===== config.mk =====
export PLATFORM = sky130hd
export DESIGN_NAME = sarray_tmma_ctrl
export DESIGN_NICKNAME = d
export VERILOG_FILES = /design/src/rtl/sarray_pkg.sv /design/src/rtl/sarray_tag_fifo.sv /design/src/rtl/sarray_tmma_ctrl.sv
export SDC_FILE = /design/constraint.sdc
export NUM_CORES = 1
export LEC_CHECK = 0
export CORE_AREA = 2 2 688 690
export DETAILED_ROUTE_END_ITERATION = 8
export DIE_AREA = 0 0 690 692
export HOLD_SLACK_MARGIN = 0.08
export PLACE_DENSITY = 0.3
export SYNTH_ARGS = -nofsm -noshare
export SYNTH_HDL_FRONTEND = slang
export SYNTH_SLANG_ARGS = --single-unit

===== constraint.sdc =====
create_clock -name clk -period 5 [get_ports clk]
set_clock_uncertainty 0.05 [all_clocks]
set_input_delay 1.5 -clock clk [delete_from_list [all_inputs] [get_ports clk]]
set_output_delay 1.5 -clock clk [all_outputs]
set_load 0.01 [all_outputs]

===== src/rtl/sarray_pkg.sv =====
// Shared definitions for the systolic-array TMMA load controller:
// row stride between consecutive tile rows, controller FSM states and
// the A/B stream tag carried through the outstanding-request FIFO.
package sarray_pkg;

    // Byte distance between consecutive rows of an operand tile.
    localparam int ROW_STRIDE = 256;

    typedef enum logic [1:0] {
        ST_IDLE  = 2'd0,
        ST_LOAD  = 2'd1,
        ST_DRAIN = 2'd2,
        ST_DONE  = 2'd3
    } state_t;

    // Which operand stream a read request (and hence its response) belongs to.
    typedef enum logic {
        TAG_A = 1'b0,
        TAG_B = 1'b1
    } tag_t;

endpackage


===== src/rtl/sarray_tag_fifo.sv =====
// Small synchronous FIFO remembering the stream tag of every outstanding
// read request. Responses come back in order, so the head entry always
// names the stream of the response currently on the bus.
// DEPTH must be a power of two (>= 2) so the pointers wrap naturally.
module sarray_tag_fifo #(
    parameter int DEPTH = 4,
    parameter int WIDTH = 1
) (
    input  logic             clk,
    input  logic             rst_n,
    input  logic             clr,
    input  logic             push,
    input  logic [WIDTH-1:0] push_data,
    input  logic             pop,
    output logic [WIDTH-1:0] pop_data,
    output logic             full,
    output logic             empty
);

    localparam int PTR_W = $clog2(DEPTH);
    localparam int CNT_W = PTR_W + 1;

    logic [WIDTH-1:0] mem [DEPTH];
    logic [PTR_W-1:0] wr_ptr;
    logic [PTR_W-1:0] rd_ptr;
    logic [CNT_W-1:0] count;
    logic             do_push;
    logic             do_pop;

    // Overflowing pushes and underflowing pops are dropped.
    assign do_push  = push & ~full;
    assign do_pop   = pop & ~empty;
    assign full     = (count == CNT_W'(DEPTH));
    assign empty    = (count == '0);
    assign pop_data = mem[rd_ptr];

    // Storage write port.
    always_ff @(posedge clk or negedge rst_n) begin
        if (!rst_n) begin
            for (int i = 0; i < DEPTH; i++) begin
                mem[i] <= '0;
            end
        end else if (do_push && !clr) begin
            mem[wr_ptr] <= push_data;
        end
    end

    // Pointers and occupancy; a push and pop together leave count unchanged.
    always_ff @(posedge clk or negedge rst_n) begin
        if (!rst_n) begin
            wr_ptr <= '0;
            rd_ptr <= '0;
            count  <= '0;
        end else if (clr) begin
            wr_ptr <= '0;
            rd_ptr <= '0;
            count  <= '0;
        end else begin
            if (do_push) begin
                wr_ptr <= wr_ptr + 1'b1;
            end
            if (do_pop) begin
                rd_ptr <= rd_ptr + 1'b1;
            end
            case ({do_push, do_pop})
                2'b10:   count <= count + 1'b1;
                2'b01:   count <= count - 1'b1;
                default: count <= count;
            endcase
        end
    end

endmodule


===== src/rtl/sarray_tmma_ctrl.sv =====
// TMMA tile load controller. Accepts one tile instruction, fetches the A
// and B operand rows interleaved (A0, B0, A1, B1, ...), steers each
// in-order response into the left (A) or top (B) edge of the systolic
// array, waits DRAIN_CYC cycles for the array to flush and then pulses
// done_o for one cycle.
//
// Handshake rule on every channel (tinst, ar, r): a transfer happens in
// the cycle where valid and ready are both 1 at the rising clock edge.
// A source holding valid=1 keeps its payload stable until the transfer;
// ready never depends combinationally on valid of the same channel.
module sarray_tmma_ctrl
    import sarray_pkg::*;
#(
    parameter int ROWS      = 16,
    parameter int ADDR_W    = 64,
    parameter int LOAD_W    = 512,
    parameter int MAX_OUT   = 4,
    parameter int DRAIN_CYC = 32
) (
    input  logic                     clk,
    input  logic                     rst_n,

    input  logic                     tinst_valid_i,
    output logic                     tinst_ready_o,
    input  logic [ADDR_W-1:0]        tinst_addr0_i,
    input  logic [ADDR_W-1:0]        tinst_addr1_i,
    input  logic [1:0]               tinst_precision_i,
    input  logic                     tinst_acc_i,

    output logic                     ar_valid_o,
    input  logic                     ar_ready_i,
    output logic [ADDR_W-1:0]        ar_addr_o,

    input  logic                     r_valid_i,
    output logic                     r_ready_o,
    input  logic [LOAD_W-1:0]        r_data_i,

    output logic                     left_in_valid_o,
    output logic [$clog2(ROWS)-1:0]  left_in_cnt_o,
    output logic [LOAD_W-1:0]        left_in_data_o,

    output logic                     top_in_valid_o,
    output logic [$clog2(ROWS)-1:0]  top_in_cnt_o,
    output logic [LOAD_W-1:0]        top_in_data_o,

    output logic                     top_in_acc_o,
    output logic [1:0]               top_in_precision_o,

    output logic                     done_o
);

    localparam int CNT_W = $clog2(ROWS);
    // Request/response counters run 0..2*ROWS: bit 0 is the stream, bits
    // [CNT_W:1] the row, and the top bit marks the terminal count.
    localparam int REQ_W = CNT_W + 2;
    localparam int DRN_W = $clog2(DRAIN_CYC) + 1;

    localparam logic [REQ_W-1:0] REQ_TOTAL = REQ_W'(2 * ROWS);
    localparam logic [CNT_W-1:0] ROW_LAST  = CNT_W'(ROWS - 1);
    localparam logic [DRN_W-1:0] DRN_LAST  = DRN_W'(DRAIN_CYC - 1);

    state_t              state;
    state_t              state_nxt;

    logic [ADDR_W-1:0]   addr0_q;
    logic [ADDR_W-1:0]   addr1_q;
    logic [1:0]          prec_q;
    logic                acc_q;

    logic [REQ_W-1:0]    req_cnt;
    logic [REQ_W-1:0]    resp_cnt;
    logic [CNT_W-1:0]    a_rx_cnt;
    logic [CNT_W-1:0]    b_rx_cnt;
    logic [DRN_W-1:0]    drain_cnt;

    logic                tinst_hs;
    logic                ar_hs;
    logic                r_hs;
    logic                last_resp;
    logic                drain_last;

    logic [CNT_W-1:0]    req_row;
    tag_t                req_tag;
    logic [ADDR_W-1:0]   row_off;

    logic                fifo_full;
    logic                fifo_empty;
    logic [0:0]          fifo_head;
    tag_t                resp_tag;

    assign tinst_hs   = tinst_valid_i & tinst_ready_o;
    assign ar_hs      = ar_valid_o & ar_ready_i;
    assign r_hs       = r_valid_i & r_ready_o;
    assign last_resp  = r_hs & (resp_cnt == REQ_TOTAL - 1'b1);
    assign drain_last = (drain_cnt == DRN_LAST);

    // Current request address, a function of registered state only so it
    // stays put while the read channel is back-pressured.
    assign req_row   = req_cnt[CNT_W:1];
    assign req_tag   = req_cnt[0] ? TAG_B : TAG_A;
    assign row_off   = ADDR_W'(req_row) * ADDR_W'(ROW_STRIDE);
    assign ar_addr_o = (req_tag == TAG_B ? addr1_q : addr0_q) + row_off;

    // Responses are only accepted while a request is in flight; anything
    // arriving with an empty tag FIFO (e.g. after a reset) is ignored.
    assign r_ready_o = ~fifo_empty;
    assign resp_tag  = tag_t'(fifo_head);

    assign left_in_valid_o = r_hs & (resp_tag == TAG_A);
    assign top_in_valid_o  = r_hs & (resp_tag == TAG_B);
    assign left_in_cnt_o   = a_rx_cnt;
    assign top_in_cnt_o    = b_rx_cnt;
    assign left_in_data_o  = left_in_valid_o ? r_data_i : '0;
    assign top_in_data_o   = top_in_valid_o  ? r_data_i : '0;

    assign top_in_acc_o       = acc_q;
    assign top_in_precision_o = prec_q;

    sarray_tag_fifo #(
        .DEPTH (MAX_OUT),
        .WIDTH (1)
    ) u_tag_fifo (
        .clk       (clk),
        .rst_n     (rst_n),
        .clr       (tinst_hs),
        .push      (ar_hs),
        .push_data (req_tag),
        .pop       (r_hs),
        .pop_data  (fifo_head),
        .full      (fifo_full),
        .empty     (fifo_empty)
    );

    // FSM state register.
    always_ff @(posedge clk or negedge rst_n) begin
        if (!rst_n) begin
            state <= ST_IDLE;
        end else begin
            state <= state_nxt;
        end
    end

    // FSM next state and control outputs. The full flag is the occupancy
    // before this cycle's pop, so a same-cycle response never frees a slot.
    always_comb begin
        state_nxt     = state;
        tinst_ready_o = 1'b0;
        ar_valid_o    = 1'b0;
        done_o        = 1'b0;
        case (state)
            ST_IDLE: begin
                tinst_ready_o = 1'b1;
                if (tinst_valid_i) begin
                    state_nxt = ST_LOAD;
                end
            end
            ST_LOAD: begin
                ar_valid_o = (req_cnt != REQ_TOTAL) & ~fifo_full;
                if (last_resp) begin
                    state_nxt = ST_DRAIN;
                end
            end
            ST_DRAIN: begin
                if (drain_last) begin
                    state_nxt = ST_DONE;
                end
            end
            ST_DONE: begin
                done_o    = 1'b1;
                state_nxt = ST_IDLE;
            end
            default: begin
                state_nxt = ST_IDLE;
            end
        endcase
    end

    // Instruction fields, captured only on an accepted instruction.
    always_ff @(posedge clk or negedge rst_n) begin
        if (!rst_n) begin
            addr0_q <= '0;
            addr1_q <= '0;
            prec_q  <= '0;
            acc_q   <= 1'b0;
        end else if (tinst_hs) begin
            addr0_q <= tinst_addr0_i;
            addr1_q <= tinst_addr1_i;
            prec_q  <= tinst_precision_i;
            acc_q   <= tinst_acc_i;
        end
    end

    // Request and response progress counters, saturating at terminal counts.
    always_ff @(posedge clk or negedge rst_n) begin
        if (!rst_n) begin
            req_cnt  <= '0;
            resp_cnt <= '0;
            a_rx_cnt <= '0;
            b_rx_cnt <= '0;
        end else if (tinst_hs) begin
            req_cnt  <= '0;
            resp_cnt <= '0;
            a_rx_cnt <= '0;
            b_rx_cnt <= '0;
        end else begin
            if (ar_hs && req_cnt != REQ_TOTAL) begin
                req_cnt <= req_cnt + 1'b1;
            end
            if (r_hs) begin
                if (resp_cnt != REQ_TOTAL) begin
                    resp_cnt <= resp_cnt + 1'b1;
                end
                if (resp_tag == TAG_A && a_rx_cnt != ROW_LAST) begin
                    a_rx_cnt <= a_rx_cnt + 1'b1;
                end
                if (resp_tag == TAG_B && b_rx_cnt != ROW_LAST) begin
                    b_rx_cnt <= b_rx_cnt + 1'b1;
                end
            end
        end
    end

    // Array flush timer, running only while in DRAIN.
    always_ff @(posedge clk or negedge rst_n) begin
        if (!rst_n) begin
            drain_cnt <= '0;
        end else if (state == ST_DRAIN && !drain_last) begin
            drain_cnt <= drain_cnt + 1'b1;
        end else begin
            drain_cnt <= '0;
        end
    end

endmodule


==> implementation parameters, run 1 <==
Parameter                              Value

Route
  Via count of the routed design    26,800
  Antenna-violating nets left    0
  Drt via density    ~2.6
  Drt drc    0
  Sum of routed wire length over all layers    401,000 um
  First-pass detailed-route iteration total    6
  Avg WL per Cell    38.5 um
  Drt initial violations    1,770

Timing
  Fmax achieved    202 MHz
  RSZ-0062 raised after global routing    true
  Final-layout worst hold slack    0.418 ns
  Endpoints failing hold    0
  Max-slew headroom    26.6%
  Worst-margin pin slew    1.10 ns
  Final Setup Violations    0
  Final max-slew violation count    0
  Final clock period utilization by the worst path    99.2%
  Post-layout minimum cycle time    just under 5 ns

Synthesis
  Number of instances in the synthesized netlist    1,988
  Netlist cell types    62
  Net Count, Synth    around 2,700
  Cell type with the highest aggregate area in the netlist    dfrtp_1
  Async set-reset flop share out of synthesis    100%
  FF+latch count, synth    170
  Area fraction of the dominant cell type after synthesis    26.1%
  Number of enable flip-flop cells after synthesis    0
  Post-Synthesis Mean Instance Area    8.20 sq um
  Yosys warning count    0
  Cell area after technology mapping    roughly 16,000 sq um
  Cell types with the largest area share after synthesis    dfrtp_1 (26%), and3_1 (20%), and2_1 (20%), mux2_2 (11%), clkbuf_1 (4.2%)
  Register area share after synthesis    26.1%
  Post-synth top flop    dfrtp_1

Floorplan
  Width of the chip    approximately 700 um
  Area of the core region    around 470,000 sq um
  Die ar.    477,000 sq um
  Vertical extent of the die    692 um
  Core Rows    approximately 250
  Starting density of the core    3.47%
  Io pins    between 1,500 and 2,000

CTS
  Worst skew pair latency    roughly 0.51 ns
  Clock Tree Root    clkbuf_16
  H-tree depth    4
  TritonCTS clock tree    done
  Maximum root-to-sink buffer count    2
  CTS clock-pin slew for the worst setup and hold paths    0.07 ns
  Hold-fix buffers, CTS    0
  Clock net sink count    170
  Num CTS Buffers    17

Hold path
  Class of the most critical hold timing path    register to register

GRT
  Vias in the first global route    25,900
  Pin count of the biggest net entering global routing    95
  Grt ovf    0
  Global-route usage over all layers    around 16%
  Global-route wire length before repair    roughly 460,000 um
  Antenna violations before repair    306

Place
  HPWL after DPL    about 370,000 um
  Post-place instance area    48,600 sq um
  Number of buffers added on ports    between 1,500 and 2,000
  Final weighted congestion in routability-driven placement    between 0.9 and 1

Setup path
  Crit start category    register
  Element type at the critical path end    primary output
  Max stage delay on crit path    0.55 ns
  Crit path cell chain    buf_12 > buf_12 > buf_12 > buf_4 > mux2i_1 > a211oi_2 > and4_1 > buf_4 > nand3_4 > buf_4 > xor2_1 > dlygate4sd2_1
  Critical Path RT    3.45 ns
  Largest fanout on the critical path    23
  Slowest stage cell on the critical path    dfrtp_4
  Data arrival, critical path    3.41 ns
  Class of the most critical setup path    register to primary output

Cells and area
  Layout cells sized above 1    31.2%
  Commonest cells after routing, fill and taps aside    clkdlybuf4s50_1 (841), and2_1 (506), and3_1 (500), buf_12 (468), buf_4 (432)
  Net total in the final layout    4,727
  Fillcell total    between 50,000 and 60,000
  Post-synthesis to final-layout area growth    214%
  Most common library cell in the layout ignoring fill and taps    clkdlybuf4s50_1
  Final instance area    51,200 sq um

Pwr
  Peak supply drop    467 uV
  LEAKAGE    22.8 nW
  Power density relative to cell area    between 500 and 600 nW/um^2

Run status
  Status    finished, final reports clean

Job
  Maximum Capacitance Violations    0
-- worst max-delay path: cells and delay by family (launching register included) --
family                    cells  cell delay, ns
and+or+nand+nor               2            0.43
muxes                         1            0.16
buffers and inverters         7            1.29
AOI/OAI and AO/OA             1            0.28
xor gates and xnor gates      1            0.18
DFF                           1            0.55
-- path summary, 6_finish.rpt --
path                                  endpoint  cells after the start  slack (ns)    startpoint
setup / recovery                 ar_addr_o[44]                     12        0.04    req_cnt[0]
hold / removal                    drain_cnt[0]                      1        0.42  drain_cnt[0]
max in group asynchronous           addr1_q[9]                      2        2.88         rst_n
hold reg to reg                   drain_cnt[0]                      1        0.42  drain_cnt[0]
setup reg to reg           u_tag_fifo.count[2]                     16        1.58    req_cnt[0]
min in group asynchronous          addr1_q[51]                      1        0.99         rst_n
-- power breakdown --
part	switching (W)	internal (W)
combinational	0.0130	0.0112
clock	0.000744	0.000674
sequential	0.000710	0.00203
total	0.0145	0.0139
-- sequential cells by signal, indices dropped and copies added, names as in the netlist, 3 cells and up --
register and flops:
req_cnt 6, drain_cnt 6, left_in_cnt_o 4, u_tag_fifo.mem 4, addr0_q 64, resp_cnt 6
u_tag_fifo.count 3, addr1_q 64, top_in_cnt_o 4
-- logic make-up after synthesis --
kind of cell,count (synthesis),share of synthesized area [%]
DFF,170,26.1
and+or+nand+nor,1233,46.3
AOI/OAI and AO/OA,62,2.57
adders and majority gates,21,1.70
muxes,200,13.5
xor gates and xnor gates,82,4.41
buffers and inverters,220,5.43
-- cells in the mapped netlist (16+ instances only) --
| library cell | number |
|---|---|
| mux2i_1 | 46 |
| ha_1 | 19 |
| nand4_1 | 16 |
| nand3_1 | 32 |
| dfrtp_1 | 170 |
| nor2_1 | 42 |
| xor2_1 | 43 |
| and3_1 | 519 |
| xnor2_1 | 39 |
| mux2_2 | 153 |
| clkbuf_1 | 182 |
| nand2_1 | 55 |
| a21oi_1 | 18 |
| and2_1 | 518 |
-- area by class of cell --
class	count	area [sq um]	area share [%]
Sequential cell	170	4260	8.32
Timing Repair Buffer	2258	26600	52.1
Multi-Input combinational cell	1598	11600	22.6
Antenna cell	119	298	0.582
Inverter	13	51.3	0.100
Clock inverter	15	170	0.332
Clock buffer	17	425	0.831
Tap cell	6223	7790	15.2
-- what timing repair did --
item | in CTS | in global routing
cloned | 22 | 4
buffers inserted | 32 | 19
setup endpoints to repair | 995 | 142
gates resized for setup | 554 | 176
pin swaps | 8 | 15
-- routing by layer --
metal / part of all wire [%] / vias to the layer above / wire [um] / track usage, %
li1: - / 11100 / - / -
met1: 41 / 13600 / 163000 / 19.1
met2: 50 / 1651 / 200000 / 28.3
met3: 6.7 / 419 / 26700 / 4.22
met4: 2.7 / 92 / 10800 / 4.21
met5: 0.15 / - / 611 / 0
-- metrics by stage --
step                      total power, W  setup WS, ns  utilization, %  setup TNS [ns]  cells
after floorplan                  0.00936        0.0524               -               0   1988
after global placement            0.0266        -0.745            10.4         -347.81  10200
after detailed placement          0.0265        -0.682            10.4         -309.89  10200
after CTS                         0.0288        -0.232            10.7          -0.840  10300
after global routing              0.0297       -0.0886            10.9          -0.318  10400
final                             0.0284        0.0378            10.9               0  10400
(Power assumes the default switching activity.)
==> run 2: changes to the inputs <==
CORE_AREA = 2 2 683 685   (was 2 2 688 690)
CTS_CLUSTER_DIAMETER = 100   (was unset)
DIE_AREA = 0 0 685 687   (was 0 0 690 692)
SYNTH_HIERARCHICAL = 1   (was unset)
clock period = 6 ns   (was 5 ns; I/O delays follow)
==> run 2 against run 1 <==
Against the previous run: sequential share of layout area up 0.26 points; clock-buffer cell count up 1; highest routed layer unchanged; largest cell class unchanged; clock power down 15%; via count down 4.6%; sequential power down 18%; combinational power down 55%; synthesized cell count up 2.8%; non-clock buffer count down 298; global-route usage up 1.4 points; worst hold slack about the same; critical path depth unchanged; worst setup slack better by 0.13 ns.
==> implementation parameters, run 2 <==
Parameter                              Value

Setup path
  Element type at the critical path end    primary output
  Class of the most critical setup path    register to primary output
  Max stage delay on crit path    0.55 ns
  Largest fanout on the critical path    7
  Critical Path RT    4.15 ns
  Crit path cell chain    buf_4 > mux2_2 > ha_1 > fa_1 > a21o_1 > a21o_1 > nand3_4 > or3_4 > nor3_4 > xnor2_2 > buf_4 > clkdlybuf4s50_1
  Slowest stage cell on the critical path    clkdlybuf4s50_1
  Data arrival, critical path    slightly below 4 ns
  Crit start category    register

Route
  Sum of routed wire length over all layers    425,000 um
  Drt initial violations    1,641
  Avg WL per Cell    42.2 um
  Antenna-violating nets left    0
  Drt drc    0
  First-pass detailed-route iteration total    5
  Drt via density    2.54
  Via count of the routed design    25,600

GRT
  Pin count of the biggest net entering global routing    146
  Grt ovf    0
  Antenna violations before repair    ~320
  Global-route wire length before repair    487,000 um
  Vias in the first global route    25,700
  Global-route usage over all layers    17.4%

Hold path
  Class of the most critical hold timing path    register to register

Cells and area
  Final instance area    between 40,000 and 50,000 sq um
  Flip-flop and latch area    approximately 4300 sq um
  Post-synthesis to final-layout area growth    199%
  Commonest cells after routing, fill and taps aside    clkdlybuf4s50_1 (1,038), buf_12 (615), and2_1 (519), and3_1 (516), buf_4 (246)
  Core utilization of the finished layout    10.7%
  Registers with the most flip-flops    addr0_q: 64 flops, addr1_q: 64 flops
  Most common library cell in the layout ignoring fill and taps    clkdlybuf4s50_1
  Fillcell total    ~53,000
  Area used by multi-input combinational logic    11,600 sq um
  Net total in the final layout    roughly 4,500
  Layout cells sized above 1    28.4%

Floorplan
  Io pins    approximately 1,800
  Area of the core region    463,000 sq um
  Starting density of the core    3.59%
  Vertical extent of the die    687 um
  Core Rows    250
  Die ar.    471,000 sq um
  Width of the chip    just under 700 um

Synthesis
  Yosys warning count    6
  Register area share after synthesis    25.6%
  Area fraction of the dominant cell type after synthesis    25.6%
  Most repeated cell in the gate-level netlist after synthesis    and2_1
  Cell area after technology mapping    roughly 17,000 sq um
  Cell types with the largest area share after synthesis    dfrtp_1 (26%), and2_1 (20%), and3_1 (19%), mux2_2 (9.9%), clkbuf_1 (4.3%)
  Top post-synthesis cells by count    and2_1 (521), and3_1 (517), clkbuf_1 (189)
  Number of enable flip-flop cells after synthesis    0
  Cell type with the highest aggregate area in the netlist    dfrtp_1
  Post-Synthesis Mean Instance Area    8.13 sq um
  Net Count, Synth    about 2,700
  Netlist cell types    66
  Async set-reset flop share out of synthesis    100%
  FF+latch count, synth    170
  Post-synth top flop    dfrtp_1
  Number of instances in the synthesized netlist    2,043

Pwr
  Proportion of power drawn by the clock network    ~8.3%
  Sequential share of power    15.5%
  Internal cell power    just over 0.007 W
  Peak supply drop    332 uV
  Power density relative to cell area    around 300 nW/um^2
  Relative contribution of combinational cells to total power    between 70% and 80%
  Switching power of the nets    0.00740 W
  LEAKAGE    19.5 nW
  Switching part of the total power    roughly half

Job
  Maximum Capacitance Violations    0

Timing
  Worst-margin pin slew    1.03 ns
  Max-slew headroom    31.2%
  Final max-slew violation count    0
  Post-layout minimum cycle time    between 5 and 6 ns
  Endpoints failing hold    0
  Fmax achieved    171 MHz
  Final Setup Violations    0
  Final clock period utilization by the worst path    97.2%

Place
  HPWL after DPL    398,000 um
  Final weighted congestion in routability-driven placement    between 0.9 and 1
  Post-place instance area    48,600 sq um
  Number of buffers added on ports    1,752

CTS
  Num CTS Buffers    17
  TritonCTS clock tree    done
  Maximum root-to-sink buffer count    2
  CTS clock-pin slew for the worst setup and hold paths    0.09 ns
  Clock Tree Root    clkbuf_16
  Worst skew pair latency    0.53 ns
  Clock net sink count    170
  H-tree depth    4

Run status
  Status    finished, final reports clean
==> run 2: repair_timing <==
item	CTS	global route
pin swaps	4	4
endpoints found under the setup margin	296	12
gates resized for setup	73	10
cloned	2	0
hold buffers	0	0
setup buffers	9	1
==> run 2: cell families after synthesis <==
| group | share of synthesized area (%) |
|---|---|
| xor+xnor | 4.17 |
| fa+ha+maj | 1.67 |
| mux | 13.1 |
| buf+inv | 5.52 |
| compound gates | 3.18 |
| simple gates | 46.7 |
| flops | 25.6 |
==> run 2: critical path, delay by kind of cell (launching register included) <==
kind	cells	cell delay, ns
compound gates	2	0.45
xor+xnor	1	0.19
fa+ha+maj	2	0.64
buf+inv	3	0.86
flops	1	0.52
mux	1	0.27
simple gates	3	0.50
==> run 2: path summary, 6_finish.rpt <==
path                                            end  cells past startpoint  slack, ns    startpoint
worst max-delay path                  ar_addr_o[46]                     12       0.17    req_cnt[0]
worst min-delay path                   drain_cnt[0]                      1       0.42  drain_cnt[0]
worst max register to register  u_tag_fifo/count[2]                     13       2.14    req_cnt[0]
worst min register to register         drain_cnt[0]                      1       0.42  drain_cnt[0]
max in group asynchronous              drain_cnt[1]                      2       3.63         rst_n
min in group asynchronous               addr0_q[30]                      1       1.22         rst_n
==> run 2: layout make-up <==
class	count	area share (%)
Sequential cell	170	8.58
Tap cell	6174	15.6
Antenna cell	89	0.449
Clock inverter	14	0.292
Multi-Input combinational cell	1646	23.3
Timing Repair Buffer	1960	50.8
Inverter	19	0.159
Clock buffer	18	0.865
==> run 2: power groups by stage <==
stage / Clock [W] / Combinational (W) / Sequential, W
after floorplan: 0 / 0.00374 / 0.00202
after global placement: 0 / 0.0113 / 0.00228
after detailed placement: 0 / 0.0113 / 0.00229
after CTS: 0.00128 / 0.0114 / 0.00226
after global routing: 0.00130 / 0.0117 / 0.00234
final: 0.00121 / 0.0110 / 0.00225
==> run 2: through the flow <==
stage / total power [W] / setup TNS (ns) / std cells / hold WS [ns] / setup WS (ns)
floorplan: 0.00577 / 0 / 2043 / 0.383 / 0.168
global placement: 0.0135 / -21.33 / 9957 / 0.407 / -0.306
detailed placement: 0.0135 / -21.21 / 9957 / 0.407 / -0.321
CTS: 0.0149 / 0 / 10000 / 0.419 / 0.00589
global route: 0.0153 / -0.00523 / 10000 / 0.443 / -0.00523
finish: 0.0145 / 0 / 10100 / 0.418 / 0.167
==> run 2: metal layers <==
metal	up-vias	GRT usage (%)	wire, um
met5	-	0	673
met4	104	3.94	12400
met3	482	8.59	47900
met2	1661	28.2	192000
met1	12700	20.6	172000
li1	10700	-	-
